===== src/rtl/decode_issue_ctrl.sv =====
// Decode/issue sequencer: accepts an RV32I word from fetch, holds it in CHECK
// until the register scoreboard shows no hazard, pulses the decoder enable,
// waits out the decoder latency, then offers the result to execute.
module decode_issue_ctrl #(
  parameter int unsigned DECODE_LAT = 1,
  parameter int unsigned CNT_W      = 16
) (
  input  logic             clk,
  input  logic             rst,
  input  logic             if_valid,
  input  logic [31:0]      if_instr,
  output logic             if_ready,
  output logic             dec_enable,
  output logic [31:0]      dec_instr,
  output logic             ex_valid,
  input  logic             ex_ready,
  output logic             ex_illegal,
  input  logic             wb_valid,
  input  logic [4:0]       wb_rd,
  input  logic             flush,
  output logic             stall,
  output logic [31:0]      busy_mask,
  output logic             sb_err,
  output logic [CNT_W-1:0] stall_cnt
);

  localparam int unsigned LatW = $clog2(DECODE_LAT + 1);

  typedef enum logic [1:0] {StIdle, StCheck, StWait, StIssue} state_e;

  state_e           r_state;
  logic [31:0]      r_instr;
  logic [31:0]      r_busy;
  logic [CNT_W-1:0] r_stall_cnt;
  logic [LatW-1:0]  r_lat_cnt;
  logic             r_illegal;
  logic             r_set_vld;
  logic [4:0]       r_set_rd;

  logic [6:0]  w_opcode;
  logic [4:0]  w_rd;
  logic [4:0]  w_rs1;
  logic [4:0]  w_rs2;
  logic        w_use_rs1;
  logic        w_use_rs2;
  logic        w_writes_rd;
  logic        w_illegal;
  logic [31:0] w_wb_clr;
  logic [31:0] w_busy_eff;
  logic [31:0] w_set;
  logic [31:0] w_flush_clr;
  logic [31:0] w_busy_nxt;
  logic        w_hazard;
  logic        w_in_check;
  logic        w_dec_fire;
  logic        w_stall;
  logic        w_flush_act;

  assign w_opcode = r_instr[6:0];
  assign w_rd     = r_instr[11:7];
  assign w_rs1    = r_instr[19:15];
  assign w_rs2    = r_instr[24:20];

  // Register usage by opcode; anything unrecognised is an illegal NOP.
  always_comb begin
    w_use_rs1   = 1'b0;
    w_use_rs2   = 1'b0;
    w_writes_rd = 1'b0;
    w_illegal   = 1'b0;
    case (w_opcode)
      7'b0110011: begin
        w_use_rs1   = 1'b1;
        w_use_rs2   = 1'b1;
        w_writes_rd = 1'b1;
      end
      7'b0010011, 7'b0000011, 7'b1100111: begin
        w_use_rs1   = 1'b1;
        w_writes_rd = 1'b1;
      end
      7'b0100011, 7'b1100011: begin
        w_use_rs1 = 1'b1;
        w_use_rs2 = 1'b1;
      end
      7'b0110111, 7'b0010111, 7'b1101111: begin
        w_writes_rd = 1'b1;
      end
      default: w_illegal = 1'b1;
    endcase
  end

  // Hazard is judged against the scoreboard after this cycle's writeback clear.
  always_comb begin
    w_wb_clr    = (wb_valid && (wb_rd != 5'd0)) ? (32'd1 << wb_rd) : 32'd0;
    w_busy_eff  = r_busy & ~w_wb_clr;
    w_hazard    = (w_use_rs1 && (w_rs1 != 5'd0) && w_busy_eff[w_rs1]) ||
                  (w_use_rs2 && (w_rs2 != 5'd0) && w_busy_eff[w_rs2]) ||
                  (w_writes_rd && (w_rd != 5'd0) && w_busy_eff[w_rd]);
    w_flush_act = flush && (r_state != StIdle);
    w_in_check  = (r_state == StCheck) && !flush;
    w_dec_fire  = w_in_check && !w_hazard;
    w_stall     = w_in_check && w_hazard;
    w_set       = (w_dec_fire && w_writes_rd && (w_rd != 5'd0)) ? (32'd1 << w_rd) : 32'd0;
    w_flush_clr = (flush && r_set_vld && ((r_state == StWait) || (r_state == StIssue))) ?
                  (32'd1 << r_set_rd) : 32'd0;
    // Set is OR-ed last so it wins over a same-cycle writeback clear.
    w_busy_nxt  = ((r_busy & ~w_wb_clr & ~w_flush_clr) | w_set) & ~32'd1;
  end

  // Outputs are forced low while reset is held.
  always_comb begin
    if_ready   = rst && (r_state == StIdle);
    dec_enable = rst && w_dec_fire;
    dec_instr  = rst ? r_instr : 32'd0;
    ex_valid   = rst && (r_state == StIssue);
    ex_illegal = rst && (r_state == StIssue) && r_illegal;
    stall      = rst && w_stall;
    busy_mask  = rst ? r_busy : 32'd0;
    sb_err     = rst && wb_valid && (wb_rd != 5'd0) && !r_busy[wb_rd];
    stall_cnt  = rst ? r_stall_cnt : '0;
  end

  // Sequencer state, scoreboard and stall counter.
  always_ff @(posedge clk) begin
    if (!rst) begin
      r_state     <= StIdle;
      r_instr     <= 32'd0;
      r_busy      <= 32'd0;
      r_stall_cnt <= '0;
      r_lat_cnt   <= '0;
      r_illegal   <= 1'b0;
      r_set_vld   <= 1'b0;
      r_set_rd    <= 5'd0;
    end else begin
      r_busy <= w_busy_nxt;
      if (w_stall && (r_stall_cnt != '1)) begin
        r_stall_cnt <= r_stall_cnt + 1'b1;
      end
      if (w_flush_act) begin
        r_state   <= StIdle;
        r_set_vld <= 1'b0;
      end else begin
        case (r_state)
          StIdle: begin
            if (if_valid) begin
              r_instr <= if_instr;
              r_state <= StCheck;
            end
          end
          StCheck: begin
            if (!w_hazard) begin
              r_state   <= StWait;
              r_lat_cnt <= LatW'(DECODE_LAT);
              r_illegal <= w_illegal;
              r_set_vld <= w_writes_rd && (w_rd != 5'd0);
              r_set_rd  <= w_rd;
            end
          end
          StWait: begin
            r_lat_cnt <= r_lat_cnt - 1'b1;
            if (r_lat_cnt == LatW'(1)) begin
              r_state <= StIssue;
            end
          end
          StIssue: begin
            if (ex_ready) begin
              r_state   <= StIdle;
              r_set_vld <= 1'b0;
            end
          end
          default: r_state <= StIdle;
        endcase
      end
    end
  end

endmodule


===== config.mk =====
export PLATFORM = sky130hd
export DESIGN_NAME = decode_issue_ctrl
export DESIGN_NICKNAME = d
export VERILOG_FILES = /design/src/rtl/decode_issue_ctrl.sv
export SDC_FILE = /design/constraint.sdc
export NUM_CORES = 1
export LEC_CHECK = 0
export CAP_MARGIN = 20
export CORE_ASPECT_RATIO = 0.9
export CORE_UTILIZATION = 52
export CTS_CLUSTER_DIAMETER = 60
export CTS_CLUSTER_SIZE = 20
export DETAILED_ROUTE_END_ITERATION = 10
export GPL_ROUTABILITY_DRIVEN = 0
export HOLD_SLACK_MARGIN = 0.1
export PLACE_DENSITY = 0.93
export SLEW_MARGIN = 0
export SYNTH_ARGS = -nofsm -noshare
export SYNTH_HDL_FRONTEND = slang
export SYNTH_SLANG_ARGS = --single-unit

===== constraint.sdc =====
create_clock -name clk -period 3.8 [get_ports clk]
set_clock_uncertainty 0.1 [all_clocks]
set_input_delay 0.38 -clock clk [delete_from_list [all_inputs] [get_ports clk]]
set_output_delay 0.38 -clock clk [all_outputs]
set_load 0.1 [all_outputs]

==> results of run 1 <==
==> per-stage QoR <==
step | std cells | util [%]
floorplan | 772 | -
global placement | 1054 | 66.6
detailed placement | 1054 | 66.6
CTS | 1070 | 69.4
global route | 1071 | 69.6
finish | 1071 | 69.6
==> timing repair <==
action                     4_1_cts  5_1_grt
pin swaps                        1        2
resized for setup                9        9
setup buffers                    0        1
setup endpoints to repair        2        2
==> placed cells by master (no fill, tap or decap), types with 5 or more instances in the layout <==
master           count
o21ai_1             21
and3_1               5
nand3_1             15
nor4_1               9
o221ai_1             6
nor3_1               5
clkbuf_16            9
mux2i_1             21
nor2_1              48
inv_1               18
o32ai_1              9
nand4_1              8
o22ai_1              5
a21oi_1             44
o211ai_1            20
and2_1              72
mux4_2              16
o21ai_0             33
nand2b_1            10
nor2b_1             11
mux2_1              10
clkdlybuf4s50_1     38
or3_1                7
o2111ai_1            8
ha_1                 5
nand2_1            110
dfxtp_1             89
buf_4              139
o21ai_2              6
nor3b_1              5
==> report_power, final <==
| group | internal, uW | leakage [uW] | total, uW | switching [uW] |
|---|---|---|---|---|
| Clock | 465 | 0.000132 | 859 | 394 |
| Sequential | 1020 | 0.000722 | 1160 | 142 |
| Combinational | 369 | 0.00233 | 1160 | 793 |
==> final timing paths <==
path | endpoint | start
hold / removal | r_instr[13]$_SDFFE_PN0P_ | r_instr[13]$_SDFFE_PN0P_
hold reg to reg | r_instr[13]$_SDFFE_PN0P_ | r_instr[13]$_SDFFE_PN0P_
setup / recovery | dec_enable | wb_rd[4]
setup reg to reg | r_stall_cnt[13]$_SDFFE_PN0P_ | r_instr[7]$_SDFFE_PN0P_
==> logic make-up (layout without fill, tap and decap cells) <==
family,count (synthesis),in the layout,synth area share (%)
flops,89,89,29.1
fa+ha+maj,5,5,1.02
other cells,1,1,0.0612
simple gates,350,350,31.2
buf+inv,78,221,5.39
xor+xnor,2,2,0.286
compound gates,197,197,21.3
mux,50,50,11.7
==> state kept, by name (all words and copies together), names as in the netlist <==
signal / flops
r_set_vld: 1
r_stall_cnt: 16
r_busy: 31
r_lat_cnt: 1
r_instr: 32
r_state: 2
r_illegal: 1
r_set_rd: 5
==> worst max-delay path, stage by stage <==
cell,delay [ns]
clkdlybuf4s50_1,0.60
nand4_1,0.33
o21ai_1,0.39
mux4_2,0.29
mux2i_1,0.06
o311a_1,0.30
and2_2,0.24
buf_4,0.16
nor4_4,0.37
buf_12,0.22
==> layer usage <==
layer / vias up / track usage (%) / routed length (um)
li1: 3101 / - / -
met2: 508 / 53.3 / 9440
met1: 3152 / 42.9 / 7880
met4: 0 / 16.4 / 1010
met5: - / 0 / 0
met3: 130 / 11.8 / 2580
==> synthesized netlist by cell type, drive strengths merged, types with 4 or more instances <==
library cell,instances
or3b,4
nand2,110
a21oi,44
nor4b,4
dfxtp,89
buf,21
mux2i,21
ha,5
nand2b,10
o32ai,9
nand3,17
or4,4
and3,5
o21ai,60
o22ai,5
nor3b,5
clkbuf,38
mux2,13
and2,73
o2111ai,9
inv,18
nor2,49
nand4,9
o221ai,6
a21boi,6
a211oi,4
nor4,10
or3,7
mux4,16
a21o,4
nor3,8
nor2b,11
nand4b,4
o211ai,21
==> layout make-up <==
| type | instances | area share (%) |
|---|---|---|
| clock buffers | 11 | 3.05 |
| clock inverters | 5 | 0.518 |
| inverters | 19 | 0.896 |
| multi-input cells | 605 | 51.3 |
| flip-flops and latches | 89 | 22.4 |
| well taps | 156 | 2.45 |
| repair buffers | 186 | 19.4 |
==> impl_metrics.env, run 1 <==
export IMPL_ys_async_sr_fraction_pct=0
export IMPL_areaGrowthSynthToFinish_pct=29.9
export IMPL_min_period_ns=3.84
export IMPL_drive_gt1_share_pct=23.3
export IMPL_tightest_slew_ns=1.06
export IMPL_grt_pass1_vias=6577
export IMPL_postCtsHoldBufs=0
export IMPL_cap_violations=0
export IMPL_grt_pass1_wl_um=32900
export IMPL_ant_nets=0
export IMPL_synth_ff_type="dfxtp_1"
export IMPL_netlist_instances=772
export IMPL_ff2ff_path_depth=11
export IMPL_yosysUniqueCellTypes=78
export IMPL_htreeDepth=3
export IMPL_drv_slew=0
export IMPL_ys_warn_count=0
export IMPL_cts_sinks=89
export IMPL_yosysTopAreaCellShare_pct=29.1
export IMPL_die_h_um=105
export IMPL_nNetsFinal=958
export IMPL_drc=0
export IMPL_critPathRequiredTime_ns=3.32
export IMPL_fmax_mhz=261
export IMPL_multi_input_area_um2=4090
export IMPL_cts_made_buffers=9
export IMPL_die_width_um=116
export IMPL_start_util_pct=53.6
export IMPL_grt_max_degree=58
export IMPL_power_density_nw_per_um2=400
export IMPL_io_pins=129
export IMPL_clk_pin_slew_ns=0.06
export IMPL_cp_max_fo=6
export IMPL_reg2reg_setup_slack_ns=0.47
export IMPL_syn_avg_cell_area_um2=7.94
export IMPL_status="finished with violations"
export IMPL_clk_latency_ns=0.35
export IMPL_synth_fp_nets=820
export IMPL_rsz0062_at_grt="true"
export IMPL_io_buffers=127
export IMPL_first_pass_iters=9
export IMPL_fillers=875
export IMPL_finalSetupTns_ns=-0.0356
export IMPL_drt_wl_total_um=20900
export IMPL_ir_drop_mv=0.318
export IMPL_finalPower_uw=3180
export IMPL_design_area_um2=7960
export IMPL_cts_root_buffer="clkbuf_16"
export IMPL_place_area_um2=7620
export IMPL_worst_setup_path_end_kind="output port"
export IMPL_fin_crit_sh_pct=101
export IMPL_wl_per_cell_um=19.5
export IMPL_finalHoldViolations=0
export IMPL_coreArea_um2=11400
export IMPL_fin_ws_ns=-0.0356
export IMPL_die_area_um2=12200
export IMPL_setup_viol=1
export IMPL_ys_seq_elements=89
export IMPL_row_count=37
export IMPL_ys_seq_area_share_pct=29.1
export IMPL_violations="setup timing"
export IMPL_cts_tree="done"
export IMPL_holdWs_ns=0.351
export IMPL_power_leakage_uw=0.00319
export IMPL_place_ws_ns=-0.0546
export IMPL_synth_cell_area_um2=6130
export IMPL_hold_class="reg2reg"
export IMPL_synth_edf_count=0
export IMPL_maxSlewHeadroom_pct=29.2
export IMPL_hold_depth=2
export IMPL_diodes=0
export IMPL_yosys_top_cells_area="dfxtp_1 (29%), and2_1 (7.4%), nand2_1 (6.7%), mux4_2 (5.9%), a21oi_1 (3.6%)"
export IMPL_antenna_found_initial=0
export IMPL_synth_area_leader_cell="dfxtp_1"
export IMPL_seqCellArea_um2=1780
export IMPL_critPathLaunchType="input pin"
export IMPL_place_hpwl_um=15200
export IMPL_critPathArrivalTime_ns=3.36
export IMPL_grt_usage_pct=34.6
export IMPL_critPathKind="in2out"
export IMPL_post_drt_via_cell_ratio=6.43
export IMPL_vias=6891
export IMPL_grt_overflow_total=0
export IMPL_first_iter_violations=769
export IMPL_clockBufferDepth=2
No activity file was read; power rests on OpenSTA's default activity.
==> run 2, diff against run 1 <==
Settings changed: CTS_CLUSTER_DIAMETER 60 to not set.
==> results of run 2 <==
The final DEF is identical to that of run 1; final timing and power are the same.
